--- src/rtl/jtag_pkg.sv ---
// jtag_pkg: TAP state encoding, instruction codes, IR capture pattern and next-state helper
package jtag_pkg;
  typedef enum logic [3:0] {
    TLR, RTI, SEL_DR, CAP_DR, SH_DR, EX1_DR, PAUSE_DR, EX2_DR, UPD_DR,
    SEL_IR, CAP_IR, SH_IR, EX1_IR, PAUSE_IR, EX2_IR, UPD_IR
  } tap_state_e;
  localparam logic [4:0] IR_IDCODE  = 5'h01;
  localparam logic [4:0] IR_DBG     = 5'h10;
  localparam logic [4:0] IR_BYPASS  = 5'h1F;
  localparam logic [4:0] IR_CAPTURE = 5'b00001;
  function automatic tap_state_e tap_next(input tap_state_e s, input logic tms);
    case (s)
      TLR:      return tms ? TLR    : RTI;
      RTI:      return tms ? SEL_DR : RTI;
      SEL_DR:   return tms ? SEL_IR : CAP_DR;
      CAP_DR:   return tms ? EX1_DR : SH_DR;
      SH_DR:    return tms ? EX1_DR : SH_DR;
      EX1_DR:   return tms ? UPD_DR : PAUSE_DR;
      PAUSE_DR: return tms ? EX2_DR : PAUSE_DR;
      EX2_DR:   return tms ? UPD_DR : SH_DR;
      UPD_DR:   return tms ? SEL_DR : RTI;
      SEL_IR:   return tms ? TLR    : CAP_IR;
      CAP_IR:   return tms ? EX1_IR : SH_IR;
      SH_IR:    return tms ? EX1_IR : SH_IR;
      EX1_IR:   return tms ? UPD_IR : PAUSE_IR;
      PAUSE_IR: return tms ? EX2_IR : PAUSE_IR;
      EX2_IR:   return tms ? UPD_IR : SH_IR;
      default:  return tms ? SEL_DR : RTI;
    endcase
  endfunction
endpackage

--- src/rtl/jtag_tck_sync.sv ---
// jtag_tck_sync: registers (or 2-flop syncs when JTAG_TAP_SYNC_EN) tck/tms/tdi/trstn and emits aligned tck_rise/tck_fall pulses
module jtag_tck_sync (
  input  logic clk,
  input  logic rst,
  input  logic tck,
  input  logic tms,
  input  logic tdi,
  input  logic trstn,
  output logic tms_s,
  output logic tdi_s,
  output logic trstn_s,
  output logic tck_rise,
  output logic tck_fall
);
  logic [3:0] pin, in_d, in_q, dly_q;
  logic rise_d, rise_q, fall_d, fall_q;
  assign pin = {trstn, tdi, tms, tck};
`ifdef JTAG_TAP_SYNC_EN
  logic [3:0] meta_q;
  always_ff @(posedge clk) meta_q <= rst ? 4'b1000 : pin;
  assign in_d = meta_q;
`else
  assign in_d = pin;
`endif
  always_comb begin
    rise_d = in_q[0] & ~dly_q[0];
    fall_d = ~in_q[0] & dly_q[0];
  end
  always_ff @(posedge clk) begin
    if (rst) begin
      in_q   <= 4'b1000;
      dly_q  <= 4'b1000;
      rise_q <= 1'b0;
      fall_q <= 1'b0;
    end else begin
      in_q   <= in_d;
      dly_q  <= in_q;
      rise_q <= rise_d;
      fall_q <= fall_d;
    end
  end
  assign {trstn_s, tdi_s, tms_s} = dly_q[3:1];
  assign tck_rise = rise_q;
  assign tck_fall = fall_q;
endmodule

--- src/rtl/jtag_tap_ctrl.sv ---
// jtag_tap_ctrl: clk-domain JTAG TAP (FSM, IR, IDCODE/BYPASS/DBG DRs); JTAG_TAP_SYNC_EN selects 2-flop pin syncs
module jtag_tap_ctrl import jtag_pkg::*; #(
  parameter int          IR_WIDTH     = 5,
  parameter logic [31:0] IDCODE_VAL   = 32'h1DC0_0001,
  parameter int          DBG_DR_WIDTH = 32
) (
  input  logic                    clk,
  input  logic                    rst,
  input  logic                    tck,
  input  logic                    tms,
  input  logic                    tdi,
  input  logic                    trstn,
  output logic                    tdo,
  output logic                    tdo_oe,
  output logic [IR_WIDTH-1:0]     ir_value,
  output logic                    dbg_capture,
  input  logic [DBG_DR_WIDTH-1:0] dbg_capture_data,
  output logic                    dbg_update,
  output logic [DBG_DR_WIDTH-1:0] dbg_update_data
);
  logic tms_s, tdi_s, trstn_s, tck_rise, tck_fall, tap_rst, sel_id, sel_dbg, shifting, sr_lsb;
  tap_state_e state_q, state_d;
  logic [IR_WIDTH-1:0] ir_sr_q, ir_sr_d, ir_value_q, ir_value_d;
  logic [31:0] id_sr_q, id_sr_d;
  logic [DBG_DR_WIDTH-1:0] dbg_sr_q, dbg_sr_d;
  logic byp_q, byp_d, tdo_q, tdo_d, tdo_oe_q, tdo_oe_d, cap_q, cap_d, dbg_update_q, dbg_update_d;
  jtag_tck_sync u_sync (
    .clk(clk), .rst(rst), .tck(tck), .tms(tms), .tdi(tdi), .trstn(trstn),
    .tms_s(tms_s), .tdi_s(tdi_s), .trstn_s(trstn_s), .tck_rise(tck_rise), .tck_fall(tck_fall)
  );
  assign tap_rst  = rst || !trstn_s;
  assign sel_id   = ir_value_q == IR_WIDTH'(IR_IDCODE);
  assign sel_dbg  = ir_value_q == IR_WIDTH'(IR_DBG);
  assign shifting = state_q == SH_IR || state_q == SH_DR;
  always_comb begin
    state_d      = tck_rise ? tap_next(state_q, tms_s) : state_q;
    ir_sr_d      = ir_sr_q;
    ir_value_d   = ir_value_q;
    id_sr_d      = id_sr_q;
    dbg_sr_d     = dbg_sr_q;
    byp_d        = byp_q;
    cap_d        = tck_rise && state_d == CAP_DR;
    dbg_update_d = tck_rise && state_d == UPD_DR && sel_dbg;
    sr_lsb       = state_q == SH_IR ? ir_sr_q[0] : sel_id ? id_sr_q[0] : sel_dbg ? dbg_sr_q[0] : byp_q;
    tdo_d        = tck_fall && shifting ? sr_lsb : tdo_q;
    tdo_oe_d     = tck_fall ? shifting : tdo_oe_q;
    if (cap_q) begin
      id_sr_d  = IDCODE_VAL;
      dbg_sr_d = sel_dbg ? dbg_capture_data : dbg_sr_q;
      byp_d    = 1'b0;
    end
    if (tck_rise && state_q == SH_DR) begin
      id_sr_d  = sel_id ? {tdi_s, id_sr_q[31:1]} : id_sr_q;
      dbg_sr_d = sel_dbg ? {tdi_s, dbg_sr_q[DBG_DR_WIDTH-1:1]} : dbg_sr_q;
      byp_d    = sel_id || sel_dbg ? byp_q : tdi_s;
    end
    if (tck_rise && state_q == SH_IR) ir_sr_d = {tdi_s, ir_sr_q[IR_WIDTH-1:1]};
    if (tck_rise && state_d == CAP_IR) ir_sr_d = IR_WIDTH'(IR_CAPTURE);
    if (tck_rise && state_d == UPD_IR) ir_value_d = ir_sr_q;
    if (tck_rise && state_d == TLR) ir_value_d = IR_WIDTH'(IR_IDCODE);
  end
  always_ff @(posedge clk) begin
    if (tap_rst) begin
      state_q      <= TLR;
      ir_sr_q      <= '0;
      ir_value_q   <= IR_WIDTH'(IR_IDCODE);
      id_sr_q      <= '0;
      dbg_sr_q     <= '0;
      byp_q        <= 1'b0;
      tdo_q        <= 1'b0;
      tdo_oe_q     <= 1'b0;
      cap_q        <= 1'b0;
      dbg_update_q <= 1'b0;
    end else begin
      state_q      <= state_d;
      ir_sr_q      <= ir_sr_d;
      ir_value_q   <= ir_value_d;
      id_sr_q      <= id_sr_d;
      dbg_sr_q     <= dbg_sr_d;
      byp_q        <= byp_d;
      tdo_q        <= tdo_d;
      tdo_oe_q     <= tdo_oe_d;
      cap_q        <= cap_d;
      dbg_update_q <= dbg_update_d;
    end
  end
  assign tdo             = tdo_q;
  assign tdo_oe          = tdo_oe_q;
  assign ir_value        = ir_value_q;
  assign dbg_capture     = cap_q && sel_dbg;
  assign dbg_update      = dbg_update_q;
  assign dbg_update_data = dbg_sr_q;
endmodule
--- config.mk ---
export PLATFORM = sky130hd
export DESIGN_NAME = jtag_tap_ctrl
export DESIGN_NICKNAME = d
export VERILOG_FILES = /design/src/rtl/jtag_pkg.sv /design/src/rtl/jtag_tck_sync.sv /design/src/rtl/jtag_tap_ctrl.sv
export SDC_FILE = /design/constraint.sdc
export NUM_CORES = 1
export LEC_CHECK = 0
export BUFFER_PORTS_ARGS = -buffer_cell sky130_fd_sc_hd__buf_4
export CAP_MARGIN = 20
export CORE_MARGIN = 10
export CORE_UTILIZATION = 40
export CTS_CLUSTER_DIAMETER = 30
export CTS_CLUSTER_SIZE = 25
export DETAILED_ROUTE_END_ITERATION = 12
export PLACE_DENSITY = 0.61
export SLEW_MARGIN = 20
export SYNTH_ARGS = -nofsm -noshare
export SYNTH_HDL_FRONTEND = slang
export SYNTH_SLANG_ARGS = --single-unit
--- constraint.sdc ---
create_clock -name clk -period 2.65 [get_ports clk]
set_clock_uncertainty 0.2 [all_clocks]
set_input_delay 0.1325 -clock clk [delete_from_list [all_inputs] [get_ports clk]]
set_output_delay 0.1325 -clock clk [all_outputs]
set_load 0.01 [all_outputs]
==> metrics.txt, run 1 <==
outcome=finished clean; Final Setup Violations=0; Final Core Density=0.549; GRT Overall Usage=0.140; Post-CTS Hold Buffers=41; simple-gate portion of the synthesized area=0.234; Placer Congestion=around 0.87; Avg Cell Area, Syn=8.64 µm²; CTS resizes=0; critical path type=reg2reg; fmax=roughly 420 MHz; worst slew pin tran=624 ps; DR pass1 iterations=4; Clock Latency Late Sink=350 ps; post-synthesis mux area share=0.0186; worst endpoint required time=2720 ps; Total Nets Final=586; hpwl dp=between 6 and 7 mm; Post-route DRC=0; clock slew at reported path FFs=90 ps; Syn Nets=between 400 and 500; # port buffers=78; Cell Pwr Density=489 mW/mm²; DR iter-0 viols=294; number of warning messages in the yosys log=0; largest net degree at the start of global routing=65; DIE HEIGHT=118 µm; commonest non-fill, non-tap cell in the layout=dfxtp_1; fraction of layout cells with a size suffix above 1=0.219; Comb power frac=0.062; Sink Count=93; LEAKAGE=1.91 nW; switching power=0.556 mW; # rows=35; post-layout power=roughly 2.5 mW; slowest library cell on the worst path=or4b_4; Final Hold Fails=0; Reg-to-Reg Start=state_q[0]$_SDFF_PP0_; placed cells=around 630; Synth Register Bits=93; Flop pwr share=0.566; Cell variety after synth=46; Synth Flop Type=dfxtp_1; vias=around 3.5k; Mapped Area=0.00384 mm²; Post-CTS Setup Bufs=0; Synth Area in Compound Gates=0.211; I/O pins=79; Largest stage delay, worst path=580 ps; Area Overhead vs Synth=32.7%; total CTS buffers=9; cell area after placement=approximately 0.0045 mm²; crit end category=register; commonest cells after routing, fill and taps aside=dfxtp_1, buf_4, nand2_1; Post-synth ARST share=0; antenna violations before repair=0; TritonCTS clock tree=built; Sw Ratio=0.223; core area=between 0.009 and 0.01 mm²; crit path launch=state_q[0]$_SDFF_PP0_; clock network power share=0.371; area of the die=0.0139 mm²; Max Cap Violations=0; Slew Limit Fails=0; Routed WL=9.87 mm; worst min path class=reg2reg; RSZ-0062 raised after global routing=no; Seq/Total Area, Yosys=0.484; critical path launch point type=register; final worst-path cycle share=0.901; internal power=1.94 mW; first-pass GRT wire length=16.6 mm; EDFF count, synth=0; CP most frequent cell=buf_4; Die Wd=118 µm; post-route ant nets=0; CP Cell Sequence=buf_4, or4b_4, nor4_4, buf_4, a22oi_1, nor2_1; total negative setup slack=0 ps; drt via density=5.10; Root Driver=clkbuf_8; Post-Synth Adder-Cell Area=0; Crit Path Max Fanout=25; WL/cell=14.5 µm; post-route cell area=0.00510 mm²; vias in the first global route=~3.3k; peak supply drop=0.289 mV; post-synthesis instance total=445; ant diodes=0; largest family of logic cells by synthesized area=simple AND/OR/NAND/NOR gates; H-tree Lvls=3; WP data arrival=2460 ps; GRT overflow=0; min Tclk post-route=2390 ps; Max Buffers Root-to-Sink=2; hold path start=u_sync.dly_q[0]$_SDFF_PP0_; Finished Layout Cells=between 600 and 700; Starting Density=0.414; Worst slew margin=0.583; Synth Area in XOR/XNOR=0
## per-stage QoR
step / hold slack, ps / worst slack [ps]
final: 213 / 263
after detailed placement: 125 / 259
after global routing: 233 / 112
after floorplan: 36.3 / 518
after global placement: 122 / 337
after CTS: 215 / 230
## final timing paths
check	slack [ps]	cells after the start	end
max	260	6	id_sr_q[29]$_SDFFE_PP0P_
min reg2reg	210	1	u_sync.tck_rise$_SDFF_PP0_
max reg2reg	260	6	id_sr_q[29]$_SDFFE_PP0P_
min	210	1	u_sync.tck_rise$_SDFF_PP0_
## critical path, delay by kind of cell (launching register included)
kind                   cells  cell delay, ps
flip-flops                 1             390
buffers and inverters      2             540
AND/OR/NAND/NOR            3            1050
AO/OA/AOI/OAI              1             130
## metal layers
layer / up-vias / part of all wire / GRT usage / wire length [µm]
li1: 1785 / - / - / -
met1: 1623 / 0.46 / 0.177 / 4500
met2: 57 / 0.49 / 0.227 / 4860
met3: 13 / 0.035 / 0.0278 / 348
met4: 0 / 0.017 / 0.0556 / 166
met5: - / 0 / 0 / 0
## power groups by stage
stage | Combinational, mW | Sequential [mW] | Clock (mW)
2_1_floorplan | 0.0557 | 1.44 | 0
3_3_place_gp | 0.107 | 1.44 | 0
3_5_place_dp | 0.107 | 1.44 | 0
4_1_cts | 0.156 | 1.41 | 0.958
5_1_grt | 0.171 | 1.41 | 1.02
6_report | 0.156 | 1.41 | 0.925
## cells in the mapped netlist, types with 7 or more instances
library cell,n,area [µm²]
dfxtp_1,93,1860
nand2_1,85,319
nor2_1,69,259
a311oi_1,32,280
a22oi_1,25,188
clkbuf_1,22,82.6
a21oi_1,13,65.1
nor2b_1,13,81.3
o21ai_0,10,50.1
nand2b_1,7,43.8
o221a_2,7,78.8
## layout make-up
class / count / area, µm²
Inverter: 3 / 11.3
Clock buffer: 11 / 131
Fill cell: 874 / 4180
Multi-Input combinational cell: 312 / 1790
Clock inverter: 5 / 60.1
Tap cell: 129 / 161
Timing Repair Buffer: 129 / 1080
Sequential cell: 93 / 1860
## sequential cells by signal, summed over array words and instances (netlist names)
signal	cells
state_q	4
id_sr_q	32
cap_q	1
tdo_oe	1
dbg_update_data	32
u_sync.in_q	4
ir_value	5
ir_sr_q	5
dbg_update	1
u_sync.dly_q	4
u_sync.tck_rise	1
byp_q	1
tdo	1
u_sync.tck_fall	1
## cell families after synthesis
logic type / count (synthesis)
AOI/OAI and AO/OA: 105
DFF: 93
buffers and inverters: 40
muxes: 7
and+or+nand+nor: 200
Power figures use the tool's default switching activity.
==> run 2: changes to the inputs <==
==> constraint.sdc (replaced) <==
create_clock -name clk -period 2.65 [get_ports clk]
set_clock_uncertainty 0.2 [all_clocks]
set_input_delay 0.53 -clock clk [delete_from_list [all_inputs] [get_ports clk]]
set_output_delay 0.53 -clock clk [all_outputs]
set_load 0.01 [all_outputs]
==> run 2 against run 1 <==
Compared with the run above: clock power up 12%; combinational power is 31% lower; sequential share of layout area grew 2.8 points; die area unchanged; critical path depth is 2 lower; non-clock buffer count down 39; power rose by 2.7%; via count is 2.8% lower; hold slack got worse by 57 ps.
==> metrics.txt, run 2 (synthesized netlist as in run 1, its figures left out) <==
Placer Congestion=~0.89; # rows=35; WP data arrival=1770 ps; Slew Limit Fails=0; Sink Count=93; first-pass GRT wire length=15.8 mm; LEAKAGE=1.76 nW; Final Setup Violations=0; clock slew at reported path FFs=~90 ps; Starting Density=0.414; Cell Pwr Density=between 500 and 600 mW/mm²; Post-route DRC=0; critical path type=reg2out; worst min path class=in2reg; Post-CTS Hold Buffers=0; crit end category=output pin; Reg2Reg Depth=7; Reg-to-Reg Start=ir_value[1]$_SDFFE_PP0P_; post-route ant nets=0; vias in the first global route=3178; Crit Path Max Fanout=4; ant diodes=0; antenna violations before repair=0; commonest non-fill, non-tap cell in the layout=dfxtp_1; Register Area=0.00186 mm²; I/O pins=79; Worst slew margin=0.505; drt via density=5.26; Largest stage delay, worst path=510 ps; DIE HEIGHT=roughly 120 µm; WL/cell=14.5 µm; fraction of layout cells with a size suffix above 1=0.243; DR iter-0 viols=319; final worst-path cycle share=0.944; hold path start=trstn; min Tclk post-route=2500 ps; Multi-input gate area=0.00180 mm²; RSZ-0062 raised after global routing=no; Area Overhead vs Synth=23.4%; WHS=approximately 160 ps; TritonCTS clock tree=built; core area=0.00928 mm²; area of the die=between 0.01 and 0.015 mm²; peak supply drop=0.339 mV; fmax=400 MHz; Routed WL=roughly 9.3 mm; hold path depth=2; # port buffers=slightly below 80; fill cell count=approximately 940; H-tree Lvls=3; commonest cells after routing, fill and taps aside=dfxtp_1, buf_4, nand2_1; total CTS buffers=9; hpwl dp=~6.5 mm; largest net degree at the start of global routing=65; Root Driver=clkbuf_8; CP Cell Sequence=or3_1, nor3b_4, and2_1, buf_4; Worst Hold End=u_sync.in_q[3]$_SDFF_PP1_; Die Wd=about 120 µm; Clock Latency Late Sink=360 ps; Total Nets Final=547; critical path launch point type=register; total negative setup slack=0 ps; worst slew pin tran=roughly 720 ps; reg2reg end=dbg_update_data[10]$_SDFFE_PP0P_; Final Hold Fails=0; Max Buffers Root-to-Sink=2; Max Cap Violations=0; GRT overflow=0; GRT Overall Usage=0.133; slowest library cell on the worst path=or3_1; DR pass1 iterations=5; worst endpoint required time=around 1900 ps; FF-to-FF setup slack=340 ps; vias=between 3k and 4k; outcome=finished clean
==> run 2: how the worst max path moves through the flow <==
stage	cells past startpoint	slack [ps]	to	from
5_1_grt	4	10	dbg_capture	ir_value[1]$_SDFFE_PP0P_
3_5_place_dp	5	340	id_sr_q[8]$_SDFFE_PP0P_	state_q[3]$_SDFF_PP0_
3_3_place_gp	5	350	tdo$_SDFFE_PP0P_	ir_value[1]$_SDFFE_PP0P_
4_1_cts	4	10	dbg_capture	ir_value[1]$_SDFFE_PP0P_
6_report	4	150	dbg_capture	ir_value[1]$_SDFFE_PP0P_
2_1_floorplan	7	520	id_sr_q[15]$_SDFFE_PP0P_	state_q[1]$_SDFF_PP0_
==> run 2: power breakdown <==
part           internal (mW)  total (mW)  switching [mW]
registers               1.40        1.41         0.00633
logic                 0.0528       0.108          0.0552
clock network          0.536        1.04           0.505
total                   1.99        2.56           0.567
==> run 2: critical path: cells and delay by family, from the launching register on <==
family	cells	cell delay (ps)
and+or+nand+nor	3	950
DFF	1	340
buffers and inverters	1	120
==> run 2: final cells by class <==
| type | count | area share |
|---|---|---|
| clock buffers | 9 | 0.0261 |
| clock inverters | 7 | 0.0208 |
| inverters | 3 | 0.00237 |
| multi-input cells | 312 | 0.379 |
| flip-flops and latches | 93 | 0.393 |
| well taps | 129 | 0.0340 |
| repair buffers | 90 | 0.145 |
==> run 2: what timing repair did <==
item	4_1_cts	5_1_grt
gates resized for setup	0	1
endpoints found under the setup margin	0	1
hold endpoints to repair	0	0
buffers inserted	0	2
==> run 2: routing by layer <==
layer | part of all wire | GRT usage | vias up
met5 | 0 | 0 | -
met1 | 0.45 | 0.169 | 1582
met4 | 0.011 | 0.0417 | 0
met3 | 0.053 | 0.0446 | 8
li1 | - | - | 1701
met2 | 0.48 | 0.209 | 90
==> run 2: through the flow <==
step                      cell area, µm²  std cells  power [mW]  utilization  setup WS [ps]
after floorplan                     3840        445        1.49            -            518
after global placement              4490        625        1.55        0.484            352
after detailed placement            4490        625        1.55        0.484            342
after CTS                           4710        641        2.60        0.508           10.4
after global routing                4740        643        2.67        0.511           11.6
final                               4740        643        2.56        0.511            149
